`config.mk`:
```
export PLATFORM = sky130hd
export DESIGN_NAME = bin2bcd_stream
export DESIGN_NICKNAME = d
export VERILOG_FILES = /design/src/rtl/bin2bcd_stream.sv
export SDC_FILE = /design/constraint.sdc
export NUM_CORES = 1
export LEC_CHECK = 0
export CAP_MARGIN = 10
export CELL_PAD_IN_SITES_DETAIL_PLACEMENT = 0
export CELL_PAD_IN_SITES_GLOBAL_PLACEMENT = 1
export CORE_MARGIN = 3
export CORE_UTILIZATION = 24
export CTS_CLUSTER_SIZE = 24
export DETAILED_ROUTE_END_ITERATION = 8
export PLACE_DENSITY_LB_ADDON = 0.15
export SLEW_MARGIN = 30
export SYNTH_ARGS = -nofsm -noshare
export SYNTH_HDL_FRONTEND = slang
export SYNTH_SLANG_ARGS = --single-unit
```
`constraint.sdc`:
```
create_clock -name clk -period 2.55 [get_ports clk]
set_clock_uncertainty 0.05 [all_clocks]
set_input_delay 0.51 -clock clk [delete_from_list [all_inputs] [get_ports clk]]
set_output_delay 0.51 -clock clk [all_outputs]
set_load 0.02 [all_outputs]
```
`src/rtl/bin2bcd_stream.sv`:
```
// Sequential binary-to-packed-BCD converter (shift-and-add-3) with valid/ready on both sides.
// Optional two's complement input, saturation on overflow and a significant-digit count.
module bin2bcd_stream #(
    parameter int NUM_BITS   = 14,
    parameter int NUM_DIGITS = 4,
    parameter bit SIGNED     = 1'b0
) (
    input  logic                              clk,
    input  logic                              reset_n,
    input  logic [NUM_BITS-1:0]               binary_in,
    input  logic                              binary_in_valid,
    output logic                              binary_in_ready,
    output logic [4*NUM_DIGITS-1:0]           packed_bcd_out,
    output logic                              sign_out,
    output logic                              overflow,
    output logic [$clog2(NUM_DIGITS+1)-1:0]   sig_digits,
    output logic                              packed_bcd_out_valid,
    input  logic                              packed_bcd_out_ready
);

    localparam int BCD_W = 4 * NUM_DIGITS;
    localparam int CNT_W = $clog2(NUM_BITS + 1);
    localparam int SD_W  = $clog2(NUM_DIGITS + 1);

    typedef enum logic [1:0] {
        S_IDLE,
        S_CONVERT,
        S_HOLD
    } state_t;

    state_t              state_q;
    logic [NUM_BITS-1:0] mag_q;
    logic [BCD_W-1:0]    bcd_q;
    logic [CNT_W-1:0]    cnt_q;
    logic                sign_q;
    logic                nonzero_q;
    logic                ovf_q;
    logic                in_ready_q;
    logic [BCD_W-1:0]    bcd_out_q;
    logic                sign_out_q;
    logic                ovf_out_q;
    logic                valid_q;

    logic [BCD_W-1:0]    bcd_adj;
    logic [BCD_W-1:0]    bcd_d;
    logic [NUM_BITS-1:0] mag_d;
    logic                ovf_d;
    logic                in_neg;
    logic [NUM_BITS-1:0] in_mag;

    // Most negative input negates to itself, which read unsigned is exactly 2^(NUM_BITS-1).
    assign in_neg = SIGNED && binary_in[NUM_BITS-1];
    assign in_mag = in_neg ? (~binary_in + NUM_BITS'(1)) : binary_in;

    generate
        for (genvar gi = 0; gi < NUM_DIGITS; gi++) begin : g_adj
            assign bcd_adj[gi*4 +: 4] = (bcd_q[gi*4 +: 4] >= 4'd5) ?
                                        (bcd_q[gi*4 +: 4] + 4'd3) : bcd_q[gi*4 +: 4];
        end
    endgenerate

    assign bcd_d = {bcd_adj[BCD_W-2:0], mag_q[NUM_BITS-1]};
    assign mag_d = {mag_q[NUM_BITS-2:0], 1'b0};
    assign ovf_d = ovf_q | bcd_adj[BCD_W-1];

    always_ff @(posedge clk or negedge reset_n) begin
        if (!reset_n) begin
            state_q    <= S_IDLE;
            mag_q      <= '0;
            bcd_q      <= '0;
            cnt_q      <= '0;
            sign_q     <= 1'b0;
            nonzero_q  <= 1'b0;
            ovf_q      <= 1'b0;
            in_ready_q <= 1'b1;
            bcd_out_q  <= '0;
            sign_out_q <= 1'b0;
            ovf_out_q  <= 1'b0;
            valid_q    <= 1'b0;
        end else begin
            case (state_q)
                S_IDLE: begin
                    if (binary_in_valid && in_ready_q) begin
                        mag_q      <= in_mag;
                        nonzero_q  <= |binary_in;
                        sign_q     <= in_neg;
                        bcd_q      <= '0;
                        ovf_q      <= 1'b0;
                        cnt_q      <= '0;
                        in_ready_q <= 1'b0;
                        state_q    <= S_CONVERT;
                    end
                end
                S_CONVERT: begin
                    bcd_q <= bcd_d;
                    mag_q <= mag_d;
                    ovf_q <= ovf_d;
                    cnt_q <= cnt_q + CNT_W'(1);
                    if (cnt_q == CNT_W'(NUM_BITS - 1)) begin
                        bcd_out_q  <= ovf_d ? {NUM_DIGITS{4'h9}} : bcd_d;
                        ovf_out_q  <= ovf_d;
                        sign_out_q <= sign_q & nonzero_q;
                        valid_q    <= 1'b1;
                        state_q    <= S_HOLD;
                    end
                end
                S_HOLD: begin
                    if (packed_bcd_out_ready) begin
                        valid_q    <= 1'b0;
                        in_ready_q <= 1'b1;
                        state_q    <= S_IDLE;
                    end
                end
                default: begin
                    state_q    <= S_IDLE;
                    in_ready_q <= 1'b1;
                    valid_q    <= 1'b0;
                end
            endcase
        end
    end

    // Highest nonzero digit wins; an all-zero result still shows one digit.
    always_comb begin
        sig_digits = SD_W'(1);
        for (int i = 0; i < NUM_DIGITS; i++) begin
            if (bcd_out_q[4*i +: 4] != 4'd0) begin
                sig_digits = SD_W'(i + 1);
            end
        end
    end

    assign binary_in_ready      = in_ready_q;
    assign packed_bcd_out       = bcd_out_q;
    assign sign_out             = sign_out_q;
    assign overflow             = ovf_out_q;
    assign packed_bcd_out_valid = valid_q;

endmodule

```
[Word level (Yosys, flattened, before mapping)]
Index checks and enable logic that the tools add are counted.
Widths: inputs -> output; s select.
Storage, ports and cells
  output and inout bits: 23
  word-level logic and storage cells: 63
  register bits: 56
  bits of input ports: 18
Cells by class
  reduce and logical (&&, ||, !) cells: 11
  bitwise gates (word level): 3
  add/subtract/negate cells: 5
  $lt $le $gt $ge: 4
  eq/ne operators: 6
  mux-type cells: 25
Operator list (number)
  $mux 16: 2
  $pmux 16 s2: 1
  $pmux 14 s2: 1
  $mux 4: 5
  $add 4x2->4 const B: 4
  $ge 4x3->1 const B: 4
  $mux 14: 1
  $reduce_bool 4->1: 3
  $reduce_and 3->1: 3
  $mux 2: 4
  $pmux 4 s2: 1
  $mux 3: 2
  $ne 2x2->1 const B: 3
  $pmux 1 s3: 2
  $pmux 2 s3: 1
  $add 4x1->4 const B: 1
  $eq 4x4->1 const B: 1
  $mux 1: 4
  $reduce_and 2->1: 2
  $eq 2x1->1 const B: 1
  $eq 2x2->1 const B: 1
  $logic_not 2->1: 1
  $not 1->1: 2
  $pmux 1 s2: 1
  other kinds (3): 3

[Logic depth before layout (Yosys ltp)]
  depth after elaboration: 4
  depth in mapped cells: 8

[Worst setup path before layout]
No wires, ideal clock.
  path type: register to output
  start: reg bcd_out_q[13] (netlist: packed_bcd_out[13])
  end: out sig_digits[0]
  required time: 1990 ps
  arrival time: 1537 ps
  setup slack: 453 ps
  stages on the path, launching flop included: 3
  path buffers: 0
  cell sequence: dfrtp_1 > or4_1 > a21oi_1
Between the ends
  longest elaborated chain between the ends: 2
Ends and longest elaborated chain
  from (decl): RTL line 39  | logic [BCD_W-1:0] bcd_out_q;
  from (signal assigned): RTL line 100  | bcd_out_q <= ovf_d ? {NUM_DIGITS{4'h9}} : bcd_d;
  $reduce_bool 4->1: RTL line 127  | if (bcd_out_q[4*i +: 4] != 4'd0) begin
  $mux 3: RTL line 127
  to (decl): RTL line 16  | output logic [$clog2(NUM_DIGITS+1)-1:0] sig_digits,
Every way passes these cells.

[Worst setup path after layout]
  start: reg bcd_out_q[13] (netlist: packed_bcd_out[13])
  end: out sig_digits[2]
The elaborated chain is that of the path after synthesis.

==> reports/metrics.cfg <==
[detailed_routing]
route.detailed.drc = 0
top_layer = met4
drt_iter0_drc = 82
vias = 2021
antenna_violating_nets_post_route = 0
avgViaCountPerCell = 4.46
wl_met1_um = 2990
wl_met3_um = 245
wl_um = 6080
first_pass_iters = 4
wl_met2_um = 2780
post_drt_wl_per_cell_um = 13.4

[grt]
first_global_vias = 2048
antenna_found_initial = 0
grt_pass1_wl_um = 10600
track_usage = 0.102
grt_overflow = 0
grt_max_degree = 48

[clocking]
cts_buffers = 5
htreeDepth = 2
worstSkewPairLatency_ns = 0.29
cts-root-buf = clkbuf_16
post_cts_resized = 2
cts_tree = done
clkTransAtPathRegs_ns = 0.08
cts_hold_buf = 0
cts_post_setup_buffers_inserted = 0
cts_max_path_buffers = 2
cts_sinks = 56

[power]
max-vdd-ir-drop_mv = 0.476
switching_share = 0.412
p_int_w = 0.00258
p_seq_frac = 0.360
power.leakage_nw = 1.46
p_sw_w = 0.00180
power_per_cell_area_nw_per_um2 = 1290
comb_power_share = 0.476
pwr-share-clk = 0.164

[worst_setup_path]
crit_type = flop to output pin
critPathMaxStageDelay_ns = 0.59
startpoint_type = flop
end_kind = output pin
reg2reg_to = packed_bcd_out[14]$_DFFE_PN0P_
r2r_slack_ns = 0.74
worstReg2RegStart = bcd_q[12]$_DFFE_PN0P_
crit_slowest_cell = or4_1
reg2regPathDepth = 6
crit_chain = or4_1 > clkdlybuf4s50_1
required_ns = 1.99
cp.arrival_ns = 1.85
crit_fanout = 3
crit_path_start = packed_bcd_out[13]$_DFFE_PN0P_

[floorplan]
placeableCoreArea_um2 = 11000
rows = 38
initial_utilization = 0.249
die_area_um2 = 12700
die_w_um = 113
die-height_um = 113
num_io_pins = 41

[logic_synthesis]
ys_seq_area_frac = 0.512
netlist_instances = 276
yosysWarnings = 0
ys_seq_elements = 56
syn_area_um2 = 2740
synth_cell_type_count = 34
synth-main-ff-cell = dfrtp_1
synth-edff-count = 0
synth_area_per_cell_um2 = 9.92
synthesis.nets = 304
ys_async_sr_fraction = 1.00

[placement]
gp_congestion = 0.705
dp_hpwl_um = 4190
port_buffers = 39

[timing]
hold_ws_ns = 0.154
finalCritPeriodShare = 0.946
rsz0062_at_grt = no
worst_slew_pin_slew_ns = 0.661
setup_viol = 0
setup-tns-final_ns = 0
slew_headroom = 0.558
drv_slew = 0
final.min_clock_period_ns = 2.41
max_clock_freq_ghz = 0.414
final_hold_viol_count = 0

[final_layout]
diodes = 0
fill_cells = 1145
final_common_cell = dfrtp_1
drive_above_1_share = 0.0703
layout_common_cells = dfrtp_1, nand2_1, o21ai_0, clkdlybuf4s50_1, a21oi_1
final_nets = 340
syn_to_final_growth_pct = 24.2

[outcome]
outcome = finished, final reports clean

[min_path]
hp-class = primary input to async pin

[flow_run]
maxCapViolations = 0

layout make-up:
class                           count  area [um2]  area share
Clock inverter                      1        7.51     0.00221
Inverter                           10        37.5      0.0110
Timing Repair Buffer               44         445       0.131
Multi-Input combinational cell    195        1190       0.350
Tap cell                          140         175      0.0515
Clock buffer                        7         143      0.0419
Sequential cell                    56        1400       0.412
through the flow:
stage	util	power [W]	setup WS (ns)	instance area, um2	cells
floorplan	-	0.00299	0.453	2740	276
global placement	0.296	0.00375	0.275	3250	445
detailed placement	0.296	0.00377	0.261	3250	445
CTS	0.310	0.00447	0.117	3400	453
global route	0.310	0.00480	0.0705	3400	453
finish	0.310	0.00438	0.137	3400	453
power by group through the flow:
stage	combinational [W]	sequential (W)	clock, W
after floorplan	0.00134	0.00165	0
after global routing	0.00238	0.00165	0.000784
final	0.00209	0.00158	0.000716
after global placement	0.00216	0.00159	0
after detailed placement	0.00217	0.00160	0
after CTS	0.00214	0.00158	0.000744
Yosys cell counts, types with 2 or more instances:
library cell   n  area (um2)
a21oi_1       19        95.1
a22o_1         2        17.5
a31oi_1        7        43.8
buf_2          8        40.0
buf_4          2        15.0
buf_6          3        33.8
dfrtp_1       55        1380
ha_1          10         125
inv_1         10        37.5
mux2_2         5        56.3
mux2i_1       13         130
nand2_1       47         176
nand2b_1       4        25.0
nor2_1        14        52.6
nor3b_1        7        52.6
nor4_1         2        12.5
o21ai_0       39         195
o31ai_1        9        67.6
or4_1          2        15.0
xnor2_1        4        35.0
worst max path at each step:
stage                     to  slack [ns]  depth (start not counted)
3_5_place_dp   sig_digits[1]        0.26                          3
4_1_cts        sig_digits[2]        0.12                          2
2_1_floorplan  sig_digits[0]        0.45                          2
3_3_place_gp   sig_digits[1]        0.27                          3
6_report       sig_digits[2]        0.14                          2
5_1_grt        sig_digits[2]        0.07                          2
registers in the layout, indices dropped and copies added (netlist names):
name and count:
packed_bcd_out_valid 1, binary_in_ready 1, overflow 1, bcd_q 16, mag_q 14, ovf_q 1
packed_bcd_out 16, state_q 2, cnt_q 4
metal layers:
metal	up-vias	GRT usage
met5	-	0
met3	6	0.0225
li1	1033	-
met4	0	0.0264
met2	37	0.162
met1	945	0.143
worst max-delay path: cells and delay by family (launching register included):
| kind | cells | cell delay (ns) |
|---|---|---|
| flops | 1 | 0.40 |
| buf+inv | 1 | 0.57 |
| simple gates | 1 | 0.59 |
logic make-up after synthesis:
group	share of synthesized area
AOI/OAI and AO/OA	0.169
and+or+nand+nor	0.134
DFF	0.512
buffers and inverters	0.0530
muxes	0.0681
adders and majority gates	0.0457
xor gates and xnor gates	0.0160
other	0.00137
Note: power is estimated with default switching activity, not from simulation.
